### src/rtl/dram_port_arbiter.sv
`default_nettype none
// ============================================================================
// Module      : dram_port_arbiter
// Description : Shares one DRAM port between an instruction-fetch requester
//               and a data (load/store) requester. Only one transaction is
//               outstanding at a time. The port is held for RD_LATENCY
//               cycles, then the owner gets a one-cycle done pulse. Data wins
//               by default. Fetch is forced to win after STARV_LIMIT data
//               grants have been made while it was waiting.
// Ports       : clk, reset        - clock, synchronous active-high reset
//               if_req/if_addr    - fetch request (held until if_done)
//               if_done/if_rdata  - fetch completion pulse and data
//               d_req/d_addr/d_wdata/d_rd_ctrl/d_wr_ctrl
//                                 - data request (held until d_done)
//               d_done/d_rdata    - data completion pulse and load data
//               dram_addr/dram_din/dram_rd_ctrl/dram_wr_ctrl/dram_dout
//                                 - shared DRAM port
//               stall_pipe        - pipeline stall while a data access pends
// Revision    : 1.0 - initial release
// ============================================================================
module dram_port_arbiter #(
  parameter int ADDR_W      = 64,
  parameter int DATA_W      = 64,
  parameter int RD_LATENCY  = 2,
  parameter int STARV_LIMIT = 4
) (
  input  logic              clk,
  input  logic              reset,
  input  logic              if_req,
  input  logic [ADDR_W-1:0] if_addr,
  output logic              if_done,
  output logic [DATA_W-1:0] if_rdata,
  input  logic              d_req,
  input  logic [ADDR_W-1:0] d_addr,
  input  logic [DATA_W-1:0] d_wdata,
  input  logic [2:0]        d_rd_ctrl,
  input  logic [2:0]        d_wr_ctrl,
  output logic              d_done,
  output logic [DATA_W-1:0] d_rdata,
  output logic [ADDR_W-1:0] dram_addr,
  output logic [DATA_W-1:0] dram_din,
  output logic [2:0]        dram_rd_ctrl,
  output logic [2:0]        dram_wr_ctrl,
  input  logic [DATA_W-1:0] dram_dout,
  output logic              stall_pipe
);

  localparam int CNT_W = ($clog2(RD_LATENCY + 1) < 1) ? 1 : $clog2(RD_LATENCY + 1);
  localparam int STV_W = ($clog2(STARV_LIMIT + 1) < 1) ? 1 : $clog2(STARV_LIMIT + 1);

  localparam logic [CNT_W-1:0] c_lat       = CNT_W'(RD_LATENCY);
  localparam logic [CNT_W-1:0] c_cnt_last  = CNT_W'(1);
  localparam logic [STV_W-1:0] c_starv_max = STV_W'(STARV_LIMIT);
  localparam logic [2:0]       c_fetch_rd  = 3'b111;

  typedef enum logic [1:0] {
    S_IDLE = 2'd0,
    S_WAIT = 2'd1,
    S_RESP = 2'd2
  } state_t;

  typedef enum logic [1:0] {
    OWN_NONE = 2'd0,
    OWN_IF   = 2'd1,
    OWN_D    = 2'd2
  } owner_t;

  state_t              state_q, state_d;
  owner_t              owner_q, owner_d;
  logic [CNT_W-1:0]    cnt_q, cnt_d;
  logic [STV_W-1:0]    starv_q, starv_d;
  logic [ADDR_W-1:0]   dram_addr_q, dram_addr_d;
  logic [DATA_W-1:0]   dram_din_q, dram_din_d;
  logic [2:0]          dram_rd_q, dram_rd_d;
  logic [2:0]          dram_wr_q, dram_wr_d;
  logic [DATA_W-1:0]   if_rdata_q, if_rdata_d;
  logic [DATA_W-1:0]   d_rdata_q, d_rdata_d;
  logic                if_done_q, if_done_d;
  logic                d_done_q, d_done_d;

  logic                w_fetch_wins;
  logic [STV_W-1:0]    w_starv_inc;
  logic [DATA_W-1:0]   w_rd_data;

  // Fetch wins if it is alone, or if it has been starved long enough.
  assign w_fetch_wins = if_req & (~d_req | (starv_q == c_starv_max));
  assign w_starv_inc  = (starv_q == c_starv_max) ? starv_q : starv_q + 1'b1;
  // Only a real read returns data; stores and ctrl-less accesses yield 0.
  assign w_rd_data    = (dram_rd_q != 3'b000) ? dram_dout : '0;

  always_ff @(posedge clk) begin
    if (reset) begin
      state_q     <= S_IDLE;
      owner_q     <= OWN_NONE;
      cnt_q       <= '0;
      starv_q     <= '0;
      dram_addr_q <= '0;
      dram_din_q  <= '0;
      dram_rd_q   <= '0;
      dram_wr_q   <= '0;
      if_rdata_q  <= '0;
      d_rdata_q   <= '0;
      if_done_q   <= 1'b0;
      d_done_q    <= 1'b0;
    end else begin
      state_q     <= state_d;
      owner_q     <= owner_d;
      cnt_q       <= cnt_d;
      starv_q     <= starv_d;
      dram_addr_q <= dram_addr_d;
      dram_din_q  <= dram_din_d;
      dram_rd_q   <= dram_rd_d;
      dram_wr_q   <= dram_wr_d;
      if_rdata_q  <= if_rdata_d;
      d_rdata_q   <= d_rdata_d;
      if_done_q   <= if_done_d;
      d_done_q    <= d_done_d;
    end
  end

  always_comb begin
    state_d     = state_q;
    owner_d     = owner_q;
    cnt_d       = cnt_q;
    starv_d     = starv_q;
    dram_addr_d = dram_addr_q;
    dram_din_d  = dram_din_q;
    dram_rd_d   = dram_rd_q;
    dram_wr_d   = dram_wr_q;
    if_rdata_d  = if_rdata_q;
    d_rdata_d   = d_rdata_q;
    if_done_d   = 1'b0;
    d_done_d    = 1'b0;

    case (state_q)
      S_IDLE: begin
        if (w_fetch_wins) begin
          owner_d     = OWN_IF;
          dram_addr_d = if_addr;
          dram_din_d  = '0;
          dram_rd_d   = c_fetch_rd;
          dram_wr_d   = 3'b000;
          cnt_d       = c_lat;
          starv_d     = '0;
          state_d     = S_WAIT;
        end else if (d_req) begin
          owner_d     = OWN_D;
          dram_addr_d = d_addr;
          dram_din_d  = d_wdata;
          dram_rd_d   = d_rd_ctrl;
          dram_wr_d   = d_wr_ctrl;
          cnt_d       = c_lat;
          // Only grants that bypass a waiting fetch count toward starvation.
          starv_d     = if_req ? w_starv_inc : '0;
          state_d     = S_WAIT;
        end else begin
          starv_d     = '0;
        end
      end

      S_WAIT: begin
        cnt_d = cnt_q - 1'b1;
        if (cnt_q == c_cnt_last) begin
          if (owner_q == OWN_IF) begin
            if_rdata_d = w_rd_data;
            if_done_d  = 1'b1;
          end else if (owner_q == OWN_D) begin
            d_rdata_d  = w_rd_data;
            d_done_d   = 1'b1;
          end
          // Release the port so it reads all-zero during the response cycle.
          dram_addr_d = '0;
          dram_din_d  = '0;
          dram_rd_d   = 3'b000;
          dram_wr_d   = 3'b000;
          state_d     = S_RESP;
        end
      end

      S_RESP: begin
        if_rdata_d = '0;
        d_rdata_d  = '0;
        owner_d    = OWN_NONE;
        state_d    = S_IDLE;
      end

      default: begin
        state_d = S_IDLE;
        owner_d = OWN_NONE;
      end
    endcase
  end

  assign if_done      = if_done_q;
  assign if_rdata     = if_rdata_q;
  assign d_done       = d_done_q;
  assign d_rdata      = d_rdata_q;
  assign dram_addr    = dram_addr_q;
  assign dram_din     = dram_din_q;
  assign dram_rd_ctrl = dram_rd_q;
  assign dram_wr_ctrl = dram_wr_q;
  // Held low while reset is asserted even if a data request is present.
  assign stall_pipe   = d_req & ~d_done_q & ~reset;

endmodule
`default_nettype wire

### config.mk
export PLATFORM = sky130hd
export DESIGN_NAME = dram_port_arbiter
export DESIGN_NICKNAME = d
export VERILOG_FILES = /design/src/rtl/dram_port_arbiter.sv
export SDC_FILE = /design/constraint.sdc
export NUM_CORES = 1
export LEC_CHECK = 0
export BUFFER_PORTS_ARGS = -buffer_cell sky130_fd_sc_hd__buf_2
export CORE_AREA = 2 2 206 208
export DETAILED_ROUTE_END_ITERATION = 10
export DIE_AREA = 0 0 208 210
export HOLD_SLACK_MARGIN = 0.05
export PLACE_DENSITY = 0.51
export SYNTH_ARGS = -nofsm -noshare
export SYNTH_HDL_FRONTEND = slang
export SYNTH_SLANG_ARGS = --single-unit
### constraint.sdc
create_clock -name clk -period 1.6 [get_ports clk]
set_input_delay 0.32 -clock clk [delete_from_list [all_inputs] [get_ports clk]]
set_output_delay 0.32 -clock clk [all_outputs]
set_load 0.02 [all_outputs]
==> flow_summary_export.csv <==
group,metric,value,unit
setup_path,reg2reg_depth,7,
clocking,insertion_delay,570,ps
global_route,grtUsageTotal,15.43,%
clocking,max-clock-path-buffers,3,
hold_path,worstHoldEndpoint,"if_done$_SDFF_PP0_",
clocking,clk_pin_slew_worst_paths,60,ps
die,chipWidth,208,um
setup_path,crit_fanout,10,
routing,firstDrtPassIters,7,
placed_design,portBuffers,530,
placed_design,gp_congestion,0.8093,
routing,via_per_inst,4.652,
timing,min_period,1665,ps
hold_path,whs_path_depth,3,
placed_design,post-place-ws,-118.3,ps
global_route,grt_pass1_vias,9786,
yosys,syn-num-nets,1144,
routing,drc_errors,0,
yosys,synth_commonest_cells,"273 x dfxtp_1, 259 x a22o_1, 128 x nand2_1",
yosys,yosysSeqAreaShare,56.95,%
yosys,yosysMostFrequentCell,"dfxtp_1",
yosys,synth_edf_count,0,
yosys,synth.avg_cell_area,10.97,um2
timing,worst_pin_slew,652.3,ps
flow_run,max_cap_viol_count,0,
pwr,p_leak,7.992,nW
clocking,htree_levels,1,
global_route,grt_first_pass_wirelength,54610,um
die,core_area,41480,um2
hold_path,hold_class,"primary input to register",
layout,syn_to_final_growth,72.52,%
yosys,synth-seq-cells,273,
layout,ff_latch_area,5475,um2
global_route,grt_antenna_before_repair,1,
setup_path,required,2090,ps
run_status,outcome,"complete, but fails checks",
setup_path,path_class,"register to register",
layout,fill_cells,4024,
timing,slew_viol_final,0,
setup_path,cp-start-kind,"register",
timing,setup_viol_count_final,124,
timing,finalClockSkew,21.07,ps
setup_path,reg2reg_slack,-60,ps
die,die_y,210,um
timing,hold_violations,0,
global_route,grt_max_degree,65,
timing,rsz0062_at_grt,"true",
setup_path,cp_cell_sequence,"inv_2, ha_4, and3b_2, a311oi_4, buf_12, clkbuf_16, a22o_1",
setup_path,r2r_start,"cnt_q[1]$_SDFFE_PP0P_",
layout,multi_input_area,3689,um2
yosys,synth_cell_type_count,37,
pwr,comb_power_share,15.7,%
clocking,cts_tree,"built",
clocking,root_buffer,"clkbuf_16",
pwr,power.share.clock,41.1,%
pwr,p_seq_share,43.2,%
setup_path,worst_setup_path_end_kind,"register",
routing,avgRoutedWirePerCell,17.97,um
yosys,synth_top_area_cell,"dfxtp_1",
yosys,async_flop_share,0,%
global_route,grt_overflow,0,
timing,post-route-period-util,104.0,%
hold_path,hp-start,"reset",
setup_path,crit_cells,7,
timing,max_freq,600.7,MHz
placed_design,dp.final_hpwl,25390,um
yosys,synth_top_area_share,56.95,%
clocking,cts_buffers,30,
setup_path,slowest_delay,330,ps
pwr,p_total,16.66,mW
run_status,violations,"setup timing",
setup_path,slowest_stage,"dfxtp_2",
yosys,postSynthCellCount,875,
die,die-area,43680,um2
layout,drive_gt1_share,44.13,%
yosys,yosysWarnings,0,
yosys,synth.area.top_cells,"dfxtp_1 57%, a22o_1 24%, nand2_1 5.0%, o22ai_1 4.2%, buf_6 1.4%",
pwr,ir_drop,0.8429,mV
setup_path,r2r-end,"d_rdata[32]$_SDFFE_PP0P_",
routing,ant_nets,0,
routing,drt_iter0_drc,681,
yosys,synthesis.area,9597,um2
setup_path,cp_num_buf_inv,3,
die,start_util,23.14,%
routing,num_vias,10040,
pwr,p_int,12.33,mW
pwr,p_sw,4.328,mW
setup_path,crit_arrival,2160,ps
timing,fin_ws,-64.66,ps
pwr,power_density,1006,nW/um2
die,placementRows,75,
timing,slew_headroom,56.52,%
routing,wl,38780,um
pwr,switching_share,25.98,%
die,pin_count,531,
clocking,numClockSinks,273,
layout,finalNetCount,1863,
setup_path,critPathTopFamily,"compound AO/OA/AOI/OAI gates",
yosys,ys.flop_type,"dfxtp_1",
cells by family after synthesis:
group,after synthesis,share of synthesized area [%]
AO/OA/AOI/OAI,349,30.10
adder cells (fa/ha/maj),3,0.3912
buffers and inverters,94,5.450
AND/OR/NAND/NOR,156,7.106
flip-flops,273,56.95
layout by cell type (no fill, tap or decap), types with 6 or more instances in the layout:
cell           netlist  routed
a22o_1             259     259
buf_12               0      32
clkbuf_16            0      49
buf_6               12      12
dfxtp_1            273     267
clkbuf_1            31       7
nand2_1            128     128
buf_4               14      39
a21oi_1              9       9
clkinv_2             0       6
dlygate4sd3_1        0     134
buf_2               22     529
o22ai_1             64      64
clkbuf_8             0       7
power groups by stage:
| stage | registers, mW | clock network (mW) | logic, mW |
|---|---|---|---|
| after floorplan | 7.60 | 0 | 0.742 |
| after global placement | 7.33 | 0 | 1.98 |
| after CTS | 7.19 | 7.05 | 2.31 |
| after global routing | 7.22 | 7.31 | 2.79 |
| after detailed placement | 7.33 | 0 | 1.99 |
| final | 7.19 | 6.85 | 2.61 |
registers in the layout (all words and copies together), names as in the netlist:
name and count:
cnt_q 2, d_done 1, d_rdata 64, dram_addr 64, dram_din 64, dram_rd_ctrl 3, dram_wr_ctrl 3, if_done 1
if_rdata 64, owner_q 2, starv_q 3, state_q 2
how the worst max path moves through the flow:
| stage | from | end | slack [ps] |
|---|---|---|---|
| after floorplan | cnt_q[1]$_SDFFE_PP0P_ | d_rdata[10]$_SDFFE_PP0P_ | -20 |
| after global placement | reset | dram_rd_ctrl[1]$_SDFFE_PP0P_ | -100 |
| after detailed placement | d_req | dram_din[6]$_SDFFE_PP0P_ | -120 |
| after CTS | cnt_q[1]$_SDFFE_PP0P_ | d_rdata[17]$_SDFFE_PP0P_ | -100 |
| after global routing | cnt_q[1]$_SDFFE_PP0P_ | d_rdata[18]$_SDFFE_PP0P_ | -130 |
| final | cnt_q[1]$_SDFFE_PP0P_ | d_rdata[32]$_SDFFE_PP0P_ | -60 |
tightest hold or removal path, cell delays in order:
cell       delay, ps
buf_2             90
nand4bb_4        190
nor2_1            50
layer usage:
layer  global-route usage (%)  vias to the layer above  part of all wire (%)
li1                         -                     4759                     -
met4                    7.288                        0                   4.0
met1                    18.40                     4659                    40
met5                        0                        -                     0
met3                    3.382                       88                   7.5
met2                    26.44                      534                    48
timing repair:
item / in CTS / in global routing
setup buffers: 3 / 6
endpoints found under the setup margin: 231 / 259
resized for setup: 15 / 31
pin swaps: 1 / 29
endpoints found under the hold margin: 198 / 0
cloned: 3 / 26
hold buffers: 134 / 0
per-stage QoR:
| step | hold slack (ps) | std cells | utilization (%) | instance area, um2 | TNS, ps |
|---|---|---|---|---|---|
| finish | 138.9 | 2158 | 39.92 | 16560 | -3744 |
| floorplan | 445.5 | 875 | - | 9646 | -1415 |
| global placement | 453.6 | 1930 | 32.21 | 13360 | -7038 |
| detailed placement | 453.8 | 1930 | 32.21 | 13360 | -12330 |
| CTS | 102.9 | 2126 | 38.19 | 15840 | -7045 |
| global route | 122.1 | 2157 | 39.91 | 16550 | -12660 |
final cells by class:
class,count,area share [%]
clock buffer,44,5.275
sequential,273,33.07
multi-input combinational,508,22.28
tap,539,4.073
clock inverter,12,0.6575
inverter,8,0.1814
timing repair buffer,773,34.45
antenna,1,0.01511
No activity file was read; power rests on OpenSTA's default activity.
